==> config.mk <==
export PLATFORM = sky130hd
export DESIGN_NAME = debug_display_scan
export DESIGN_NICKNAME = d
export VERILOG_FILES = /design/src/rtl/debug_display_scan.sv
export SDC_FILE = /design/constraint.sdc
export NUM_CORES = 1
export LEC_CHECK = 0
export CAP_MARGIN = 0
export CORE_UTILIZATION = 40
export CTS_CLUSTER_SIZE = 24
export DETAILED_ROUTE_END_ITERATION = 12
export PLACE_DENSITY_LB_ADDON = 0.12
export SKIP_LAST_GASP = 1
export SYNTH_ARGS = -nofsm -noshare
export SYNTH_HDL_FRONTEND = slang
export SYNTH_SLANG_ARGS = --single-unit
==> constraint.sdc <==
create_clock -name clk -period 2.2 [get_ports clk]
set_input_delay 0.55 -clock clk [delete_from_list [all_inputs] [get_ports clk]]
set_output_delay 0.55 -clock clk [all_outputs]
set_load 0.02 [all_outputs]
==> src/rtl/debug_display_scan.sv <==
// Debug display selector: shows one of NCH source channels, chosen manually,
// by a timed round-robin scan, or frozen with on-demand snapshots.
module debug_display_scan #(
    parameter int NCH   = 8,
    parameter int W     = 32,
    parameter int DWELL = 16,
    localparam int SW   = ($clog2(NCH) > 1) ? $clog2(NCH) : 1,
    localparam int CW   = ($clog2(DWELL) > 1) ? $clog2(DWELL) : 1
) (
    input  logic              clk,
    input  logic              rst_n,
    input  logic [NCH*W-1:0]  ch_data,
    input  logic [SW-1:0]     sel,
    input  logic [1:0]        mode,
    input  logic              snap,
    output logic [W-1:0]      outputs,
    output logic [SW-1:0]     out_ch,
    output logic              chg,
    output logic              frozen
);

    typedef enum logic [1:0] {
        MANUAL = 2'd0,
        SCAN   = 2'd1,
        HOLD   = 2'd2
    } state_t;

    state_t          state;
    state_t          mode_state;
    logic [SW-1:0]   scan_idx;
    logic [SW-1:0]   scan_idx_nxt;
    logic [CW-1:0]   dwell_cnt;
    logic [CW-1:0]   dwell_cnt_nxt;
    logic [W-1:0]    chan [NCH];
    logic [W-1:0]    man_val;
    logic [W-1:0]    scan_val;
    logic [W-1:0]    out_nxt;
    logic [SW-1:0]   ch_nxt;

    always_comb begin
        for (int unsigned k = 0; k < NCH; k++) begin
            chan[k] = ch_data[k*W +: W];
        end
    end

    always_comb begin
        unique case (mode)
            2'b01:   mode_state = SCAN;
            2'b10:   mode_state = HOLD;
            default: mode_state = MANUAL;
        endcase
    end

    // Out-of-range selects fall through to the constant 1 marker value.
    always_comb begin
        man_val = W'(1);
        for (int unsigned k = 0; k < NCH; k++) begin
            if (sel == SW'(k)) man_val = chan[k];
        end
    end

    // The mode sampled at an edge governs that edge; state only remembers the
    // previous mode so SCAN entry can restart the index and dwell counter.
    always_comb begin
        scan_idx_nxt  = scan_idx;
        dwell_cnt_nxt = dwell_cnt;
        if (mode_state == SCAN) begin
            if (state != SCAN) begin
                scan_idx_nxt  = '0;
                dwell_cnt_nxt = '0;
            end else if (dwell_cnt == CW'(DWELL - 1)) begin
                dwell_cnt_nxt = '0;
                scan_idx_nxt  = (scan_idx == SW'(NCH - 1)) ? '0 : scan_idx + 1'b1;
            end else begin
                dwell_cnt_nxt = dwell_cnt + 1'b1;
            end
        end
    end

    always_comb begin
        scan_val = '0;
        for (int unsigned k = 0; k < NCH; k++) begin
            if (scan_idx_nxt == SW'(k)) scan_val = chan[k];
        end
    end

    always_comb begin
        out_nxt = outputs;
        ch_nxt  = out_ch;
        unique case (mode_state)
            SCAN: begin
                out_nxt = scan_val;
                ch_nxt  = scan_idx_nxt;
            end
            HOLD: begin
                if (snap) begin
                    out_nxt = man_val;
                    ch_nxt  = sel;
                end
            end
            default: begin
                out_nxt = man_val;
                ch_nxt  = sel;
            end
        endcase
    end

    always_ff @(posedge clk or negedge rst_n) begin
        if (!rst_n) begin
            state     <= MANUAL;
            scan_idx  <= '0;
            dwell_cnt <= '0;
            outputs   <= '0;
            out_ch    <= '0;
            chg       <= 1'b0;
            frozen    <= 1'b0;
        end else begin
            state     <= mode_state;
            scan_idx  <= scan_idx_nxt;
            dwell_cnt <= dwell_cnt_nxt;
            outputs   <= out_nxt;
            out_ch    <= ch_nxt;
            chg       <= (ch_nxt != out_ch);
            frozen    <= (mode_state == HOLD);
        end
    end

endmodule

### After elaboration in Yosys (flattened, before gate mapping)

Index checks and enable logic that the tools add are counted.

* register bits after elaboration: 46
* input port bits: 264
* output and inout port bits: 37
* logic and storage cells: 61

* add/sub/neg operators: 2
* eq/ne operators: 23
* multiplexer cells: 27
* reductions and logical operators: 2

Operators with widths (count)
* $mux 32: 17
* $pmux 32 s2: 1
* $eq 3x3->1 const B: 9
* $mux 3: 5
* $eq 3x2->1 const B: 4
* $mux 4: 2
* $eq 3x1->1 const B: 2
* $logic_not 3->1: 2
* $pmux 3 s2: 1
* $add 4x1->4 const B: 1
* $eq 2x1->1 const B: 2
* $eq 2x2->1 const B: 2
* $eq 4x4->1 const B: 1
* $pmux 2 s2: 1
* $add 3x1->3 const B: 1
* $ne 3x3->1: 1
* $ne 2x1->1 const B: 1
* $ne 2x2->1 const B: 1

### Logic depth before layout (Yosys ltp)

Gate-level depths: netlist of the first run.

* word-level depth: 15
* depth in mapped cells: 12
* mapped depth without buffers: 10

### Least setup slack after synthesis of the first run

Ideal clock, no wire load.

* path kind: input port to flip-flop
* start: in mode[1]
* end: reg outputs[10]
* setup time: 0.131 ns
* data arrival time: 2.267 ns
* required time: 2.069 ns
* path slack: -0.197 ns
* cell stages on the path: 10
* path buffers: 1
* cells stage by stage: inv_1 -> ha_1 -> nand4_4 -> mux2i_2 -> a21o_4 -> inv_4 -> buf_6 -> mux4_2 -> nand2_1 -> a221oi_1

* longest elaborated chain between the ends: 14
* elaborated cells between the ends (all ways): 24
* those cells by class: 12 x eq/ne; 11 x mux; 1 x reduce/logical

RTL lines
* start: declaration: RTL line 14 `input logic [1:0] mode,`
* $eq 2x2->1 / $eq 2x1->1 (equally long branches): RTL line 47 `unique case (mode)`
* $pmux 2 s2 *: RTL line 47
* net mode_state[0]: RTL line 29 `state_t mode_state;`
* $eq 2x1->1: RTL line 67, 90
* $mux 3: RTL line 67 `if (mode_state == SCAN) begin`
* $logic_not 3->1: RTL line 83 `if (scan_idx_nxt == SW'(k)) scan_val = chan[k];`
* $mux 32 (8 in series): RTL line 83
* $pmux 32 s2: RTL line 90 `unique case (mode_state)`
* end signal: assignment: RTL line 121 `outputs <= out_nxt;`
* end: declaration: RTL line 16 `output logic [W-1:0] outputs,`

Mark *: on every way through the listed nets, which the timed path passes. The rest lies on a longest branch.
A chain may end at the register's enable or synchronous reset.

### Worst setup path in the final report of the first run

* start: reg scan_idx[0]
* end: reg outputs[21]

* longest elaborated chain between the ends: 15
* elaborated cells between the ends (all ways): 23
* those cells by class: 1 x add/sub; 8 x eq/ne; 13 x mux; 1 x reduce/logical

RTL lines
* start: declaration: RTL line 30 `logic [SW-1:0] scan_idx;`
* start signal: assignment: RTL line 119 `scan_idx <= scan_idx_nxt;`
* $add 3x1->3 / $eq 3x3->1 (equally long branches): RTL line 73 `scan_idx_nxt = (scan_idx == SW'(NCH - 1)) ? '0 : scan_idx + 1'b1;`
* $mux 3: RTL line 73
* $mux 3: RTL line 71 `end else if (dwell_cnt == CW'(DWELL - 1)) begin`
* $mux 3: RTL line 68 `if (state != SCAN) begin`
* $mux 3 *: RTL line 67
* $logic_not 3->1: RTL line 83
* $mux 32 (7 in series): RTL line 83
* $mux 32 *: RTL line 83
* $pmux 32 s2 *: RTL line 90

Every way passes the cells marked *; elsewhere a longest branch is shown, timed or not.

==> results of run 1 <==
[through the flow]
stage / hold WS (ns) / cell area [µm²] / cells
floorplan: 0.254 / 7020 / 794
global placement: 0.404 / 11200 / 1389
detailed placement: 0.405 / 11200 / 1389
CTS: 0.0660 / 11600 / 1403
global route: 0.0714 / 11800 / 1409
finish: 0.0654 / 11800 / 1409
[worst max-delay path, stage by stage, from the launching register on]
cell and delay, ns:
dfrtp_1 0.41, ha_2 0.19, ha_4 0.16, nor2_4 0.09
mux2i_4 0.07, a21o_4 0.28, inv_12 0.13, buf_12 0.15
mux4_2 0.52, nand2_2 0.08, a221oi_2 0.05
[cells in the final DEF (no fill, tap or decap), types with 4 or more instances in the layout]
master	count
o21a_1	5
a21oi_1	21
o21ai_0	78
a31oi_1	11
clkbuf_16	7
nand2_2	9
and3_1	21
a22oi_1	6
buf_6	8
mux4_2	67
clkdlybuf4s50_1	294
mux2i_1	27
o21ai_1	9
nand3_1	6
nor2_4	6
inv_1	7
o22a_1	20
a221o_1	5
o2bb2ai_1	17
or3_1	20
o2bb2ai_2	8
buf_4	131
a22o_1	8
o221ai_1	8
o211ai_1	11
nor2b_1	6
mux2_2	7
buf_12	21
nand2_1	75
a311oi_1	5
nor4_1	4
o22ai_1	4
nor2_1	89
a221oi_2	19
nor3_1	17
dfrtp_1	45
[layer usage]
layer | up-vias | GRT usage [%] | share of wire, %
met2 | 578 | 59.4 | 49
met1 | 4210 | 41.9 | 37
met5 | - | 0 | 0
li1 | 3936 | - | -
met4 | 0 | 18.1 | 4.9
met3 | 102 | 6.09 | 9.4
[flip-flops by register name (all words and copies together) (netlist names)]
register   count
chg            1
frozen         1
dwell_cnt      4
out_ch         3
scan_idx       3
outputs       32
state          1
[power by group]
part	leakage [µW]	switching (µW)	total, µW	internal [µW]
combinational	0.00391	839	2010	1170
sequential	0.000554	78.3	1010	927
clock	0.0000704	408	837	429
[cell families (layout without fill, tap and decap cells)]
group	Yosys count	count (layout)	synth area share, %
compound gates	278	278	30.0
other cells	0	1	0
buf+inv	91	485	7.00
xor+xnor	3	3	0.381
mux	103	103	27.3
flops	45	45	16.3
simple gates	269	269	18.1
fa+ha+maj	5	5	0.907
[layout make-up]
| type | instances | share of cell area [%] |
|---|---|---|
| clock buffers | 5 | 1.06 |
| multi-input cells | 658 | 47.2 |
| diodes | 1 | 0.0212 |
| repair inverters | 2 | 0.212 |
| well taps | 220 | 2.33 |
| clock inverters | 3 | 0.212 |
| repair buffers | 463 | 38.8 |
| flip-flops and latches | 45 | 9.54 |
| inverters | 12 | 0.636 |
[final timing paths]
kind,to,slack [ns]
worst max-delay path,outputs[21],-0.08
worst min-delay path,out_ch[0],0.07
worst max register to register,outputs[21],-0.08
worst min register to register,outputs[29],0.51
max in group asynchronous,outputs[18],1.61
min in group clk,outputs[29],0.51
[what timing repair did]
action / in CTS / in global routing
setup buffers: 3 / 5
gates cloned: 3 / 2
pin swaps: 17 / 32
gates resized for setup: 38 / 41
setup endpoints to repair: 32 / 32
==> impl_metrics.toml, run 1 <==
[outcome]
status = "complete, but fails checks"
violations = "negative setup slack"

[finish]
utilization_pct = 70.6
syn2layout_area_growth_pct = 71.0
regArea_um2 = 1130
nNetsFinal = 1456
drive_gt1_share_pct = 27.4
fill_cells = 1337
multiInputGateArea_um2 = 5570

[clock_network]
clk_pin_slew_worst_paths_ns = 0.08
root_buffer = "clkbuf_16"
htree_levels = 2
clock_path_buffers = 2
cts_hold_buffers = 0
clock_latency_ns = 0.31
cts_inserted_buffers = 5
tritoncts = "yes"
cts.sink_count = 45

[routing]
drtAntennaViolNets = 0
drc = 0
wl_um = 31200
vias_per_cell = 6.26
dr.pass1.iters = 5
wire_per_inst_um = 22.2
drt-initial-drc-count = 816
vias = 8826

[setup_path]
crit_path_max_fanout = 8
r2r_cells = 10
endpoint_kind = "flip-flop"
cp-start-kind = "flip-flop"
worst-setup-path-type = "reg -> reg"
reg2reg_from = "scan_idx[0]"
critPathRequiredTime_ns = 2.39
crit_arrival_ns = 2.47
crit_path_start = "scan_idx[0]"

[pwr]
peakVddDrop_v = 0.000298
p_total_uw = 3850
p_leak_uw = 0.00454
powerDensity_nw_per_um2 = 327

[flow_run]
maxCapViolations = 0

[logic_synthesis]
yosys.area.top_type_share_pct = 21.9
synth_area_um2 = 6900
yosys.area.top_type = "mux4_2"
synthCells = 794
synth.avg_cell_area_um2 = 8.69
ys_types = 73
synth_commonest_cells = "nor2_1, o21ai_0, nand2_1"
synth_ff_type = "dfrtp_1"
async_flop_share_pct = 100
synthTopCellsByArea = "mux4_2, dfrtp_1, o21ai_0, nor2_1, nand2_1"
yosys_warnings = 0
synth.most_common_cell = "nor2_1"
ys_seq_area_share_pct = 16.3
synth_edf_count = 0
syn_nets = 1063
ys_ff_latch = 45

[global_routing]
grt_pass1_wl_um = 47800
grt_start_max_net_pins = 46
grt_use_total_pct = 34.8
grt_overflow_total = 0
grt_pass1_vias = 8988
antenna_found_initial = 1

[timing]
drv_slew = 0
relSlewSlack_pct = 70.6
rsz0062_at_grt = "yes"
setup_viol = 23
worstMarginPinSlew_ns = 0.436
fin_ws_ns = -0.0849
hold_viol = 0
timing.final.crit_share_pct = 104
min_period_ns = 2.28
fmax_mhz = 438
fin_tns_setup_ns = -1.03
fin_worst_skew_ns = 0.0123

[placed_design]
gp_congestion = 0.966
dp_hpwl_um = 24000
portBuffers = 300
dpl_worst_slack_ns = -0.853

[floorplanning]
num_rows = 47
die_x_um = 133
die_h_um = 133
initial_core_util_pct = 41.3
core_region_area_um2 = 16700
num_io_pins = 301
die_area_um2 = 17800

[hold_path]
hold_path_class = "in -> async"
(Power assumes the default switching activity.)
==> run 2: changes to the inputs <==
--- a/config.mk
+++ b/config.mk
@@ -6,6 +6,7 @@
 export NUM_CORES = 1
 export LEC_CHECK = 0
 export CAP_MARGIN = 0
+export CORE_MARGIN = 2
 export CORE_UTILIZATION = 40
 export CTS_CLUSTER_SIZE = 24
 export DETAILED_ROUTE_END_ITERATION = 12
==> run 2 against run 1 <==
Compared with the run above:
- the run still ends with negative setup slack left
- power grew 3.4%
- hold slack gained 0.093 ns
- cell count grew 2.0%
- clock skew shrank 0.0036 ns
- sequential share of layout area shrank 0.21 points
- sequential power is essentially flat
- first-iteration DRC count shrank 7.4%
- setup slack lost 0.046 ns
- largest cell class unchanged
- non-clock buffer count grew 26
==> impl_metrics.toml, run 2 (synthesis gave the netlist of run 1 again) <==
[outcome]
status = "complete, but fails checks"
violations = "negative setup slack"

[flow_run]
maxCapViolations = 0

[clock_network]
clock_latency_ns = 0.30
clk_pin_slew_worst_paths_ns = 0.08
clock_path_buffers = 2
cts_inserted_buffers = 5
tritoncts = "yes"
cts.sink_count = 45
htree_levels = 2
root_buffer = "clkbuf_16"

[timing]
drv_slew = 0
worstMarginPinSlew_ns = 0.580
rsz0062_at_grt = "yes"
hold_viol = 0
min_period_ns = 2.33
fmax_mhz = 429
relSlewSlack_pct = 61.3
setup_viol = 29
whs_ns = 0.158
timing.final.crit_share_pct = 106
fin_worst_skew_ns = 0.00875
fin_ws_ns = -0.131

[floorplanning]
num_rows = 48
die_area_um2 = 18300
die_h_um = 135
num_io_pins = 301
initial_core_util_pct = 40.4
core_region_area_um2 = 17100
die_x_um = 135

[finish]
stdcell_count = 1437
drive_gt1_share_pct = 28.8
syn2layout_area_growth_pct = 74.9
nNetsFinal = 1480
finish.instance_area_um2 = 12100
final_common_cell = "clkdlybuf4s50_1"
largest_register_ffs = 32
layout_common_cells = "clkdlybuf4s50_1, buf_4, nor2_1, o21ai_0, nand2_1"
fill_cells = 1354
regMostFlops = "outputs"
antenna_cells = 0
utilization_pct = 70.8
top_regs = "outputs x32, dwell_cnt x4"

[placed_design]
dp_hpwl_um = 25000
dpl_cell_area_um2 = 11400
dpl_worst_slack_ns = -0.876
dp.cells = 1411
gp_congestion = 0.949
portBuffers = 300

[pwr]
clockPowerShare_pct = 23.5
switching_share_pct = 33.4
power_frac_comb_pct = 51.1
p_int_uw = 2650
peakVddDrop_v = 0.000268
switchingPower_uw = 1330
powerDensity_nw_per_um2 = 330
p_leak_uw = 0.00468
seq_power_share_pct = 25.4

[routing]
wl_um = 32600
wire_per_inst_um = 22.7
drt-initial-drc-count = 756
drtAntennaViolNets = 0
drc = 0
vias = 8936
dr.pass1.iters = 5
vias_per_cell = 6.22

[global_routing]
antenna_found_initial = 0
grt_start_max_net_pins = 43
grt_pass1_vias = 9075
grt_pass1_wl_um = 48900
grt_use_total_pct = 34.6
grt_overflow_total = 0

[setup_path]
crit_path_max_fanout = 5
crit_path_start = "scan_idx[1]"
r2r_cells = 11
reg2reg_from = "scan_idx[1]"
rrSetupSlack_ns = -0.13
endpoint_kind = "flip-flop"
crit_arrival_ns = 2.51
cp-start-kind = "flip-flop"
worst-setup-path-type = "reg -> reg"
critPathRequiredTime_ns = 2.38
r2r-end = "outputs[31]"

[hold_path]
hold_path_class = "in -> async"
-- run 2: routing by layer --
layer | part of all wire, % | global-route usage, % | up-vias
met5 | 0 | 0 | -
met2 | 49 | 59.1 | 562
met3 | 9.4 | 5.87 | 94
li1 | - | - | 3993
met4 | 4.1 | 14.8 | 0
met1 | 38 | 43.2 | 4287
-- run 2: final cells by class --
type / count / area (µm²) / share of cell area, %
multi-input cells: 658 / 5570 / 46.1
repair buffers: 489 / 4850 / 40.2
flip-flops and latches: 45 / 1130 / 9.33
well taps: 225 / 282 / 2.33
clock buffers: 5 / 125 / 1.04
inverters: 12 / 72.6 / 0.601
clock inverters: 3 / 46.3 / 0.384
-- run 2: power by group through the flow --
stage | clock, µW | combinational, µW | sequential (µW)
after detailed placement | 0 | 1990 | 1020
final | 937 | 2040 | 1010
after global placement | 0 | 1970 | 1030
after floorplan | 0 | 743 | 1120
after global routing | 980 | 2160 | 1020
after CTS | 941 | 2000 | 1010
-- run 2: what timing repair did --
action,4_1_cts,5_1_grt
setup endpoints to repair,33,32
resized for setup,34,41
hold buffers,0,0
pin swaps,14,21
cloned,1,4
setup buffers,8,6
-- run 2: how the worst max path moves through the flow --
| stage | slack [ns] | end | depth (start not counted) |
|---|---|---|---|
| 5_1_grt | -0.21 | outputs[31] | 11 |
| 3_3_place_gp | -0.85 | outputs[13] | 13 |
| 3_5_place_dp | -0.88 | outputs[13] | 13 |
| 2_1_floorplan | -0.10 | outputs[6] | 10 |
| 6_report | -0.13 | outputs[31] | 11 |
| 4_1_cts | -0.13 | outputs[1] | 13 |
-- run 2: critical path, cell delays in order (launching register included) --
cell and delay [ns]:
dfrtp_1 0.41, ha_2 0.21, ha_4 0.17, nor2_4 0.09, mux2i_4 0.07, a21o_4 0.23, inv_8 0.09, buf_12 0.14
clkbuf_16 0.15, mux4_2 0.50, nand2_2 0.09, a221oi_2 0.05
-- run 2: metrics by stage --
stage / setup TNS (ns) / total power, µW
final: -2.64 / 3990
after global routing: -5.20 / 4160
after CTS: -2.30 / 3950
after detailed placement: -25.79 / 3010
after global placement: -24.81 / 2990
after floorplan: -2.41 / 1860
==> run 3: changes to the inputs <==
--- a/config.mk
+++ b/config.mk
@@ -15,3 +15,4 @@
 export SYNTH_ARGS = -nofsm -noshare
 export SYNTH_HDL_FRONTEND = slang
 export SYNTH_SLANG_ARGS = --single-unit
+export TNS_END_PERCENT = 50
==> run 3 against run 2 <==
Compared with the run above:
- utilization grew 0.22 points
- setup slack gained 0.044 ns
- hold slack improved by 0.14 ns
- the run still ends with negative setup slack left
- sequential cell count did not move
- clock-buffer cell count increased by 2
- non-clock buffer count decreased by 5
- largest cell class unchanged
- register-to-register slack better by 0.04 ns
- sequential share of layout area about the same
- critical path depth is 1 higher
- design area rose by 0.31%
==> impl_metrics.toml, run 3 (synthesis gave the netlist of run 1 again) <==
[setup_path]
reg2reg_from = "scan_idx[1]"
crit_chain = "ha_2 -> ha_4 -> nor2_4 -> mux2i_4 -> a21o_4 -> buf_8 -> clkinv_8 -> buf_8 -> mux2i_1 -> o2bb2ai_1 -> a22oi_1 -> a41oi_2"
cp-start-kind = "flip-flop"
slowest_delay_ns = 0.39
worst-setup-path-type = "reg -> reg"
crit_buf_inv = 3
endpoint_kind = "flip-flop"
r2r_cells = 12
path_delay_family = "compound AO/OA/AOI/OAI gates"
r2r-end = "outputs[11]"
crit_arrival_ns = 2.44
critPathMostFrequentCell = "buf_8"
crit_path_start = "scan_idx[1]"
crit_path_max_fanout = 6
rrSetupSlack_ns = -0.09
critPathRequiredTime_ns = 2.35
crit_path_top_delay_cell = "dfrtp_1"

[finish]
stdcell_count = 1433
top_regs = "outputs x32, dwell_cnt x4"
drive_gt1_share_pct = 29.0
nNetsFinal = 1476
fill_cells = 1352
multiInputGateArea_um2 = 5650
largest_register_ffs = 32
final_common_cell = "clkdlybuf4s50_1"
antenna_cells = 0
finish.instance_area_um2 = 12100
regMostFlops = "outputs"
regArea_um2 = 1130
layout_common_cells = "clkdlybuf4s50_1, buf_4, nor2_1, nand2_1, o21ai_0"
syn2layout_area_growth_pct = 75.5

[clock_network]
root_buffer = "clkbuf_16"
cts.sink_count = 45
cts_inserted_buffers = 5
htree_levels = 2
cts_hold_buffers = 0
clock_latency_ns = 0.30
clock_path_buffers = 2
clk_pin_slew_worst_paths_ns = 0.07
tritoncts = "yes"

[pwr]
p_total_uw = 3990
peakVddDrop_v = 0.000349
p_leak_uw = 0.00467
powerDensity_nw_per_um2 = 330

[timing]
fin_worst_skew_ns = 0.00779
drv_slew = 0
timing.final.crit_share_pct = 104
fin_ws_ns = -0.0873
worstMarginPinSlew_ns = 0.697
relSlewSlack_pct = 53.5
rsz0062_at_grt = "yes"
min_period_ns = 2.29
fmax_mhz = 437
setup_viol = 29
whs_ns = 0.295
hold_viol = 0

[global_routing]
grt_use_total_pct = 35.2
antenna_found_initial = 0
grt_start_max_net_pins = 36
grt_overflow_total = 0
grt_pass1_vias = 9327
grt_pass1_wl_um = 49900

[routing]
vias = 9056
vias_per_cell = 6.32
wire_per_inst_um = 22.8
dr.pass1.iters = 6
drc = 0
drtAntennaViolNets = 0
wl_um = 32600
drt-initial-drc-count = 879

[placed_design]
dp_hpwl_um = 24900
dpl_worst_slack_ns = -0.823
dpl_cell_area_um2 = 11300
portBuffers = 300
dp.cells = 1407
gp_congestion = 0.998

[floorplanning]
die_h_um = 135
initial_core_util_pct = 40.4
num_rows = 48
num_io_pins = 301
core_region_area_um2 = 17100
die_area_um2 = 18300
die_x_um = 135

[flow_run]
maxCapViolations = 0

[hold_path]
hold_path_class = "in -> async"

[outcome]
violations = "negative setup slack"
status = "complete, but fails checks"
[run 3: cell count changes in the layout (fill, tap and decap cells not counted), moves of 3 or more]
cell and delta:
o21ai_4 +3, o2bb2ai_2 +4, clkbuf_16 -3, buf_16 +5
buf_12 -4, o2bb2ai_1 -4, o21ai_0 -6
[run 3: routing by layer]
metal | GRT usage [%] | part of all wire [%]
met4 | 17.9 | 5.1
met1 | 42.2 | 36
met3 | 6.77 | 11
met2 | 60.2 | 48
met5 | 0 | 0
[run 3: how the worst max path moves through the flow]
stage	to	cells after the start
6_report	outputs[11]	12
3_3_place_gp	outputs[15]	13
4_1_cts	outputs[11]	14
2_1_floorplan	outputs[6]	10
5_1_grt	outputs[11]	12
3_5_place_dp	outputs[11]	13
[run 3: repair_timing]
action | CTS | global route
cloned | 6 | 1
gates resized for setup | 59 | 48
setup buffers | 11 | 4
endpoints found under the setup margin | 32 | 32
endpoints found under the hold margin | 0 | 0
pin swaps | 15 | 26
[run 3: area by class of cell]
| class | instances | share of cell area (%) |
|---|---|---|
| clock buffers | 7 | 1.18 |
| clock inverters | 1 | 0.248 |
| inverters | 12 | 0.641 |
| multi-input cells | 658 | 46.6 |
| flip-flops and latches | 45 | 9.30 |
| well taps | 225 | 2.33 |
| repair buffers | 484 | 39.5 |
| repair inverters | 1 | 0.134 |
[run 3: where the power goes]
group          internal (µW)  total (µW)  switching, µW
Sequential               927        1010           78.3
Combinational           1190        2040            854
Clock                    570         945            375
[run 3: metrics by stage]
step,setup TNS (ns),util [%]
3_3_place_gp,-24.72,66.3
3_5_place_dp,-25.60,66.3
5_1_grt,-3.73,71.0
4_1_cts,-2.48,69.7
6_report,-1.07,71.0
2_1_floorplan,-2.52,-
